$ cat src/rtl/soc_pkg.sv
// soc_pkg: shared types and constants for the 8-bit CPU core front end.
//   DATA_WIDTH / ADDR_WIDTH : datapath and program-address widths
//   INSTR_BYTES             : every instruction is opcode byte + operand byte
//   RESET_PC_DEFAULT        : program counter value after reset
//   opcode_t                : architectural opcodes (raw byte values)
//   alu_op_t                : operation selector handed to the execute stage
//   fetch_state_t           : fetch/decode sequencer states
//   dec_instr_t             : one fully decoded instruction
package soc_pkg;

  localparam int DATA_WIDTH  = 8;
  localparam int ADDR_WIDTH  = 8;
  localparam int INSTR_BYTES = 2;

  localparam logic [ADDR_WIDTH-1:0] RESET_PC_DEFAULT = '0;

  typedef logic [DATA_WIDTH-1:0] data_t;
  typedef logic [ADDR_WIDTH-1:0] addr_t;

  typedef enum logic [7:0] {
    OP_NOP   = 8'h00,
    OP_LOAD  = 8'h01,
    OP_STORE = 8'h02,
    OP_ADD   = 8'h03,
    OP_SUB   = 8'h04,
    OP_JUMP  = 8'h05
  } opcode_t;

  typedef enum logic [3:0] {
    ALU_ADD  = 4'h0,
    ALU_SUB  = 4'h1,
    ALU_AND  = 4'h2,
    ALU_OR   = 4'h3,
    ALU_XOR  = 4'h4,
    ALU_PASS = 4'hF
  } alu_op_t;

  typedef enum logic [1:0] {
    S_OP_REQ  = 2'd0,
    S_ARG_REQ = 2'd1,
    S_ARG_CAP = 2'd2,
    S_OUT     = 2'd3
  } fetch_state_t;

  // The opcode field may carry a byte outside opcode_t when illegal is set;
  // the execute stage sees the raw value so it can report it when trapping.
  typedef struct packed {
    opcode_t opcode;
    alu_op_t alu_op;
    data_t   operand;
    logic    is_load;
    logic    is_store;
    logic    illegal;
  } dec_instr_t;

endpackage

$ cat src/rtl/fetch_decode_opcode_decode.sv
// opcode_decode: purely combinational opcode -> decoded instruction mapping.
//   opcode_i  : raw opcode byte
//   operand_i : raw operand byte, passed through as the immediate / address
//   instr_o   : decoded fields for the execute stage
//   is_jump_o : opcode is OP_JUMP (consumed by the fetch unit, never emitted)
//   is_nop_o  : opcode is OP_NOP  (consumed by the fetch unit, never emitted)
module opcode_decode
  import soc_pkg::*;
(
  input  logic [7:0] opcode_i,
  input  data_t      operand_i,
  output dec_instr_t instr_o,
  output logic       is_jump_o,
  output logic       is_nop_o
);

  always_comb begin
    instr_o          = '0;
    instr_o.opcode   = opcode_t'(opcode_i);
    instr_o.alu_op   = ALU_PASS;
    instr_o.operand  = operand_i;
    instr_o.is_load  = 1'b0;
    instr_o.is_store = 1'b0;
    instr_o.illegal  = 1'b0;
    is_jump_o        = 1'b0;
    is_nop_o         = 1'b0;

    case (opcode_i)
      OP_ADD:   instr_o.alu_op   = ALU_ADD;
      OP_SUB:   instr_o.alu_op   = ALU_SUB;
      OP_LOAD:  instr_o.is_load  = 1'b1;
      OP_STORE: instr_o.is_store = 1'b1;
      OP_JUMP:  is_jump_o        = 1'b1;
      OP_NOP:   is_nop_o         = 1'b1;
      // Unknown bytes still flow downstream so the execute stage can trap.
      default:  instr_o.illegal  = 1'b1;
    endcase
  end

endmodule

$ cat src/rtl/fetch_decode.sv
// fetch_decode: instruction fetch and decode front end of the 8-bit CPU.
// Fetches 2-byte instructions (opcode, operand) from a 1-cycle-latency
// program memory, decodes them and hands one instruction at a time to the
// execute stage over a valid/ready handshake. JUMP and NOP never leave here.
//   clk, rst_n    : clock (rising edge), asynchronous active-low reset
//   halt_i        : suppresses the start of a new fetch
//   mem_rd_en     : program memory read strobe
//   mem_addr      : program memory address (zero when no read is issued)
//   mem_rdata     : read data, valid the cycle after mem_rd_en
//   dec_valid     : decoded instruction valid
//   dec_ready     : execute stage accepts the instruction
//   dec_opcode    : raw opcode byte
//   dec_alu_op    : alu_op_t selector
//   dec_operand   : immediate (ADD/SUB) or data address (LOAD/STORE)
//   dec_is_load   : instruction is LOAD
//   dec_is_store  : instruction is STORE
//   dec_illegal   : opcode not recognised
//   pc_o          : start address of the instruction in flight, next PC in S_OUT
module fetch_decode #(
  parameter int                    DATA_WIDTH = soc_pkg::DATA_WIDTH,
  parameter int                    ADDR_WIDTH = soc_pkg::ADDR_WIDTH,
  parameter logic [ADDR_WIDTH-1:0] RESET_PC   = soc_pkg::RESET_PC_DEFAULT
) (
  input  logic                  clk,
  input  logic                  rst_n,
  input  logic                  halt_i,
  output logic                  mem_rd_en,
  output logic [ADDR_WIDTH-1:0] mem_addr,
  input  logic [DATA_WIDTH-1:0] mem_rdata,
  output logic                  dec_valid,
  input  logic                  dec_ready,
  output logic [7:0]            dec_opcode,
  output logic [3:0]            dec_alu_op,
  output logic [DATA_WIDTH-1:0] dec_operand,
  output logic                  dec_is_load,
  output logic                  dec_is_store,
  output logic                  dec_illegal,
  output logic [ADDR_WIDTH-1:0] pc_o
);

  import soc_pkg::*;

  localparam logic [ADDR_WIDTH-1:0] PC_ONE  = ADDR_WIDTH'(1);
  localparam logic [ADDR_WIDTH-1:0] PC_STEP = ADDR_WIDTH'(INSTR_BYTES);

  fetch_state_t          state_q, state_d;
  logic [ADDR_WIDTH-1:0] pc_q, pc_d;
  logic [7:0]            opcode_q, opcode_d;
  dec_instr_t            dec_q, dec_d;
  dec_instr_t            dec_comb;
  logic                  is_jump;
  logic                  is_nop;
  logic                  rd_req;
  logic [ADDR_WIDTH-1:0] rd_addr;

  // The opcode byte was captured a cycle earlier; the operand is taken
  // straight from the memory bus in S_ARG_CAP so decode costs no extra cycle.
  opcode_decode u_opcode_decode (
    .opcode_i  (opcode_q),
    .operand_i (data_t'(mem_rdata)),
    .instr_o   (dec_comb),
    .is_jump_o (is_jump),
    .is_nop_o  (is_nop)
  );

  always_comb begin
    state_d  = state_q;
    pc_d     = pc_q;
    opcode_d = opcode_q;
    dec_d    = dec_q;
    rd_req   = 1'b0;
    rd_addr  = '0;

    case (state_q)
      S_OP_REQ: begin
        if (!halt_i) begin
          rd_req  = 1'b1;
          rd_addr = pc_q;
          state_d = S_ARG_REQ;
        end
      end

      S_ARG_REQ: begin
        opcode_d = 8'(mem_rdata);
        rd_req   = 1'b1;
        rd_addr  = pc_q + PC_ONE;
        state_d  = S_ARG_CAP;
      end

      S_ARG_CAP: begin
        pc_d = pc_q + PC_STEP;
        if (is_jump) begin
          pc_d    = ADDR_WIDTH'(mem_rdata);
          state_d = S_OP_REQ;
        end else if (is_nop) begin
          state_d = S_OP_REQ;
        end else begin
          dec_d   = dec_comb;
          state_d = S_OUT;
        end
      end

      S_OUT: begin
        if (dec_ready) begin
          state_d = S_OP_REQ;
        end
      end

      default: state_d = S_OP_REQ;
    endcase
  end

  always_ff @(posedge clk or negedge rst_n) begin
    if (!rst_n) begin
      state_q  <= S_OP_REQ;
      pc_q     <= RESET_PC;
      opcode_q <= '0;
      dec_q    <= '0;
    end else begin
      state_q  <= state_d;
      pc_q     <= pc_d;
      opcode_q <= opcode_d;
      dec_q    <= dec_d;
    end
  end

  // The read strobe is decoded from state, so it is qualified by rst_n to
  // keep the memory quiet for the whole time reset is held.
  assign mem_rd_en    = rd_req & rst_n;
  assign mem_addr     = (rd_req & rst_n) ? rd_addr : '0;

  assign dec_valid    = (state_q == S_OUT);
  assign dec_opcode   = dec_q.opcode;
  assign dec_alu_op   = dec_q.alu_op;
  assign dec_operand  = DATA_WIDTH'(dec_q.operand);
  assign dec_is_load  = dec_q.is_load;
  assign dec_is_store = dec_q.is_store;
  assign dec_illegal  = dec_q.illegal;
  assign pc_o         = pc_q;

  // A stalled instruction must not change under the execute stage.
  assert property (@(posedge clk) disable iff (!rst_n)
    (dec_valid && !dec_ready) |=> (dec_valid && $stable(dec_q)));

  // No fetch may start while an instruction is still waiting to be accepted.
  assert property (@(posedge clk) disable iff (!rst_n)
    (state_q == S_OUT) |-> !mem_rd_en);

endmodule
$ cat config.mk
export PLATFORM = sky130hd
export DESIGN_NAME = fetch_decode
export DESIGN_NICKNAME = d
export VERILOG_FILES = /design/src/rtl/soc_pkg.sv /design/src/rtl/fetch_decode_opcode_decode.sv /design/src/rtl/fetch_decode.sv
export SDC_FILE = /design/constraint.sdc
export NUM_CORES = 1
export LEC_CHECK = 0
export CORE_MARGIN = 2
export CORE_UTILIZATION = 46
export CTS_BUF_LIST = sky130_fd_sc_hd__clkbuf_2
export CTS_CLUSTER_SIZE = 28
export DETAILED_ROUTE_END_ITERATION = 6
export PLACE_DENSITY_LB_ADDON = 0.12
export RECOVER_POWER = 100
export SLEW_MARGIN = 10
export SYNTH_ARGS = -nofsm -noshare
export SYNTH_HDL_FRONTEND = slang
export SYNTH_SLANG_ARGS = --single-unit
$ cat constraint.sdc
create_clock -name clk -period 2.2 [get_ports clk]
set_input_delay 0.44 -clock clk [delete_from_list [all_inputs] [get_ports clk]]
set_output_delay 0.44 -clock clk [all_outputs]
set_load 0.05 [all_outputs]
==> flow_metrics.tcl, run 1 <==
set metrics [dict create \
    cp-end-kind "output port" \
    synth.yosys.warnings 0 \
    overflow 0 \
    synthDistinctLibCells 44 \
    max_freq_ghz 0.433 \
    floorplan.die.height_um 71.0 \
    multi_input_area_um2 1170 \
    post_synth_inst_count 215 \
    postRouteAntennaNets 0 \
    final.min_clock_period_ps 2310 \
    final_setup_viols 7 \
    dr.first_iter.drc_count 72 \
    placeableCoreArea_um2 4320 \
    timing.rr.start "opcode_q[3]$_DFFE_PN0N_" \
    rrSetupSlack_ps 180 \
    grt_pass1_wl_mm 8.97 \
    setup_ws_ps -108 \
    path_clk_slew_ps 200 \
    finish.instance_area_um2 3200 \
    crit_path_start "pc_o[1]$_DFFE_PN0P_" \
    drv.max_cap_violation_count 0 \
    portBuffers 52 \
    design.portCount 53 \
    cts_htree_levels 2 \
    final-max-slew-violation-count 0 \
    arrival_ps 1870 \
    fill_cells 323 \
    post_route_cells_drive_above_1_share 0.313 \
    violations "negative setup slack" \
    layout.nets 301 \
    worst_ep_required_time_ps 1760 \
    std_cell_rows 24 \
    n_antenna_cell 0 \
    synth-edff-count 0 \
    final_min_period_over_clock_period 1.05 \
    routed_wirelength_mm 5.76 \
    clock_sink_count 39 \
    area.sequential_um2 986 \
    worstPathMaxFanout 3 \
    critical_path_class "reg -> out" \
    worstHoldPathType "in -> async" \
    drt-vias-per-instance 5.76 \
    post_dp_cell_area_um2 2910 \
    final.setup_skew_ps 9.97 \
    tritoncts_clock_tree "yes" \
    clk_root_buf "clkbuf_2" \
    antenna_found_initial 0 \
    worst-slew-pin-transition_ps 957 \
    synthesis.nets 229 \
    post_synthesis_sequential_area_ratio 0.473 \
    dominantRegCellSynth "dfrtp_1" \
    syn_avg_cell_area_um2 9.60 \
    pin_count_of_the_biggest_net_entering_global_routing 40 \
    rsz_0062_raised_after_global_routing "yes" \
    cts.path.max_buffers 2 \
    number_of_synthesized_register_bits 39 \
    die-width_um 71.0 \
    routabilityCongestion 0.788 \
    remaining_drc_errors 0 \
    initial_core_util 0.477 \
    worst_setup_path_start_kind "flip-flop" \
    worst_skew_late_latency_ps 390 \
    post-place-cells 319 \
    avgRoutedWirePerCell_um 16.9 \
    dr_total_vias 1958 \
    global_route.usage.total 0.227 \
    final_hold_viol_count 0 \
    clock_buffers_created_by_tritoncts 5 \
    fin_cells 340 \
    run_status "finished, violations left" \
    drt_first_pass_iters 4 \
    worst_slew_margin_rel 0.362 \
    syn-cell-area_um2 2060 \
    share_of_synthesized_registers_carrying_an_async_set_or_reset 1.00 \
    dp.final_hpwl_mm 3.88 \
    syn2layout_area_growth_pct 55.3 \
    die-area_um2 5040 \
    grt_pass1_vias 1845 \
]
[kinds of logic after synthesis]
family / Yosys count / synth area share
adder cells (fa/ha/maj): 2 / 0.0121
multiplexers: 14 / 0.0740
flip-flops: 39 / 0.473
AO/OA/AOI/OAI: 55 / 0.197
AND/OR/NAND/NOR: 78 / 0.182
buffers and inverters: 25 / 0.0534
XOR/XNOR: 2 / 0.00849
[cell type report]
class | count | area share
clock buffers | 5 | 0.00781
clock inverters | 3 | 0.0121
inverters | 5 | 0.00586
multi-input cells | 151 | 0.365
flip-flops and latches | 39 | 0.308
well taps | 52 | 0.0203
repair buffers | 85 | 0.281
[layer usage]
metal,GRT usage,wire length [um],up-vias
met1,0.292,2470,974
met4,0.0566,68,0
met2,0.389,2960,54
met3,0.0513,268,6
li1,-,-,924
met5,0,0,-
[final timing paths]
check,end,cells after the start
worst max-delay path,mem_addr[5],6
worst min-delay path,dec_operand[2]$_DFFE_PN0P_,2
worst max register to register,dec_operand[1]$_DFFE_PN0P_,4
worst min register to register,dec_opcode[5]$_DFFE_PN0P_,2
max in group asynchronous,state_q[0]$_DFFE_PN0P_,2
min in group clk,dec_opcode[5]$_DFFE_PN0P_,2
[state kept, by name, summed over array words and instances (netlist names)]
signal / cells
dec_opcode: 8
dec_operand: 8
opcode_q: 8
pc_o: 8
dec_alu_op: 2
state_q: 2
dec_illegal: 1
dec_is_load: 1
dec_is_store: 1
[per-stage QoR]
| stage | setup WS (ps) | util | setup TNS (ps) | hold WS, ps |
|---|---|---|---|---|
| after floorplan | -75.3 | - | -141 | 144 |
| after global placement | -122 | 0.672 | -476 | 468 |
| after detailed placement | -166 | 0.672 | -710 | 462 |
| after CTS | -78.1 | 0.720 | -271 | 147 |
| after global routing | -195 | 0.741 | -1020 | 495 |
| final | -108 | 0.741 | -356 | 422 |
[what timing repair did]
item                                    CTS  global route
pin swaps                                 8             8
resized for setup                        23            15
buffers inserted                         10             3
endpoints found under the setup margin    9            11
hold buffers                              0             0
[worst max-delay path, stage by stage (launching register included)]
cell      delay (ps)
dfrtp_2          450
ha_4             170
nand2_4           60
nor2_4           150
a31oi_2          140
a311oi_4         320
buf_12           180
[Yosys cell counts, types with 3 or more instances]
cell | number | share of area
a22oi_1 | 4 | 0.015
nand2b_1 | 3 | 0.0091
inv_1 | 5 | 0.0091
a22o_1 | 7 | 0.030
clkbuf_1 | 14 | 0.025
nand3_1 | 7 | 0.017
nand2_1 | 40 | 0.073
a41oi_1 | 3 | 0.013
a21oi_1 | 11 | 0.027
o21ai_0 | 10 | 0.024
nor2b_1 | 3 | 0.0091
a2bb2oi_1 | 5 | 0.021
a311oi_1 | 3 | 0.013
nor2_1 | 9 | 0.016
mux2i_1 | 4 | 0.019
dfrtp_1 | 39 | 0.47
mux2_2 | 8 | 0.044
nand4_1 | 3 | 0.0091
[cells in the final DEF, fill, tap and decap left out, drive strengths merged, types with 3 or more instances in the layout]
| cell type | n |
|---|---|
| a21oi | 11 |
| a22o | 7 |
| a22oi | 4 |
| a2bb2oi | 5 |
| a311oi | 3 |
| a41oi | 3 |
| buf | 42 |
| clkbuf | 7 |
| clkdlybuf4s50 | 34 |
| dfrtp | 39 |
| dlymetal6s2s | 5 |
| inv | 5 |
| mux2 | 10 |
| mux2i | 4 |
| nand2 | 40 |
| nand2b | 3 |
| nand3 | 7 |
| nand4 | 3 |
| nor2 | 9 |
| nor2b | 3 |
| o21ai | 10 |
Power of run 1 is left out: the tool's default activity adds up to more than one toggle a clock period on the data nets, which glitch-free logic cannot reach.
==> run 2, diff against run 1 <==
--- a/config.mk
+++ b/config.mk
@@ -5,6 +5,8 @@
 export SDC_FILE = /design/constraint.sdc
 export NUM_CORES = 1
 export LEC_CHECK = 0
+export CAP_MARGIN = 20
+export CORE_ASPECT_RATIO = 0.9
 export CORE_MARGIN = 2
 export CORE_UTILIZATION = 46
 export CTS_BUF_LIST = sky130_fd_sc_hd__clkbuf_2
==> run 2 against run 1 <==
The flow still finishes with violations (negative setup slack); non-clock buffer count shrank 1; worst hold slack lost 180 ps; sequential cell count is the same; clock skew grew 3.3 ps; critical path depth grew 1; fmax shrank 2.2%; final cell count grew 2.6%; die area is essentially flat; sequential share of layout area shrank 0.14 points; setup slack lost 52 ps; count of clock-buffer cells in the layout is the same; routed wire length shrank 0.62%; critical path type is now in -> out.
==> flow_metrics.tcl, run 2 (synthesized netlist as in run 1, its figures left out) <==
set metrics [dict create \
    worstPathMaxFanout 6 \
    worst_skew_late_latency_ps 420 \
    layout.nets 300 \
    setup_ws_ps -160 \
    mostFrequentLayoutCell "nand2_1" \
    worst-slew-pin-transition_ps 944 \
    drt-vias-per-instance 5.60 \
    worst_slew_margin_rel 0.371 \
    clock_buffers_created_by_tritoncts 5 \
    cp-end-kind "output port" \
    drv.max_cap_violation_count 0 \
    antenna_found_initial 0 \
    run_status "finished, violations left" \
    design.portCount 53 \
    post_route_cells_drive_above_1_share 0.331 \
    final.setup_skew_ps 13.3 \
    die-width_um 74.6 \
    violations "negative setup slack" \
    arrival_ps 1920 \
    max_freq_ghz 0.424 \
    dp.final_hpwl_mm 3.83 \
    cts.path.max_buffers 2 \
    worst_ep_required_time_ps 1760 \
    worstHoldPathType "in -> async" \
    critical_path_class "in -> out" \
    postRouteAntennaNets 0 \
    clock_sink_count 39 \
    std_cell_rows 23 \
    die-area_um2 5040 \
    final_min_period_over_clock_period 1.07 \
    placeableCoreArea_um2 4370 \
    final_hold_viol_count 0 \
    worst_setup_path_start_kind "primary input" \
    dr.first_iter.drc_count 167 \
    floorplan.die.height_um 67.5 \
    fin_setup_tns_ps -898 \
    clk_root_buf "clkbuf_2" \
    layout_common_cells "nand2_1 (39), clkdlybuf4s50_1 (35), dfrtp_1 (31)" \
    final.min_clock_period_ps 2360 \
    cts_htree_levels 2 \
    initial_core_util 0.472 \
    overflow 0 \
    path_clk_slew_ps 220 \
    final_setup_viols 8 \
    global_route.usage.total 0.246 \
    ctsHoldBuffers 0 \
    routabilityCongestion 0.783 \
    routed_wirelength_mm 5.73 \
    drt_first_pass_iters 4 \
    avgRoutedWirePerCell_um 16.4 \
    remaining_drc_errors 0 \
    n_antenna_cell 0 \
    tritoncts_clock_tree "yes" \
    pin_count_of_the_biggest_net_entering_global_routing 40 \
    rsz_0062_raised_after_global_routing "yes" \
    dr_total_vias 1956 \
    portBuffers 52 \
    grt_pass1_vias 1829 \
    final-max-slew-violation-count 0 \
    syn2layout_area_growth_pct 56.0 \
    grt_pass1_wl_mm 9.25 \
]
run 2: cell types whose count changed in the layout (fill, tap and decap cells not counted), sizes merged:
| cell | change |
|---|---|
| clkbuf | -1 |
| clkdlybuf4s50 | +1 |
| clkinv | -1 |
| dlygate4sd2 | +2 |
| dlymetal6s2s | -3 |
| inv | +1 |
run 2: final cells by class:
cell class                      count  area (um2)
Clock inverter                      3        47.5
Fill cell                         303        1150
Timing Repair Buffer               84         890
Multi-Input combinational cell    151        1170
Inverter                            5        18.8
Sequential cell                    39         986
Clock buffer                        5        25.0
Tap cell                           62        77.6
run 2: per-stage QoR:
stage          hold WS [ps]  instance area [um2]  utilization  cells  setup slack, ps
6_report                243                 3220        0.736    349             -160
5_1_grt                 336                 3220        0.736    349             -249
4_1_cts                67.0                 3190        0.728    348             -173
3_5_place_dp            467                 2930        0.669    328             -153
3_3_place_gp            462                 2930        0.669    328            -97.1
2_1_floorplan           144                 2180            -    215            -75.3
run 2: worst max-delay path, cell delays in order:
cell and delay (ps):
clkdlybuf4s50_1 440, buf_4 180, nand2b_4 60, nand3b_1 150, buf_12 200, a311oi_4 260
buf_12 180
run 2: routing by layer:
layer	routed length [um]	GRT usage
met1	2490	0.348
met5	0	0
met2	2780	0.373
met3	397	0.0493
met4	54	0.0938
run 2: final timing paths:
path / start / endpoint / slack, ps / depth (start not counted)
min reg2reg: dec_opcode[5]$_DFFE_PN0P_ / dec_opcode[5]$_DFFE_PN0P_ / 510 / 2
max: halt_i / mem_addr[4] / -160 / 7
min: rst_n / pc_o[6]$_DFFE_PN0P_ / 240 / 2
max reg2reg: opcode_q[3]$_DFFE_PN0N_ / dec_operand[4]$_DFFE_PN0P_ / 150 / 4
max in group asynchronous: rst_n / state_q[1]$_DFFE_PN0P_ / 1310 / 2
min in group clk: dec_opcode[5]$_DFFE_PN0P_ / dec_opcode[5]$_DFFE_PN0P_ / 510 / 2
run 2: repair_timing:
item / 4_1_cts / 5_1_grt
setup buffers: 12 / 2
endpoints found under the setup margin: 13 / 11
pin swaps: 9 / 6
gates resized for setup: 33 / 8
Power of run 2 is left out for the same reason.
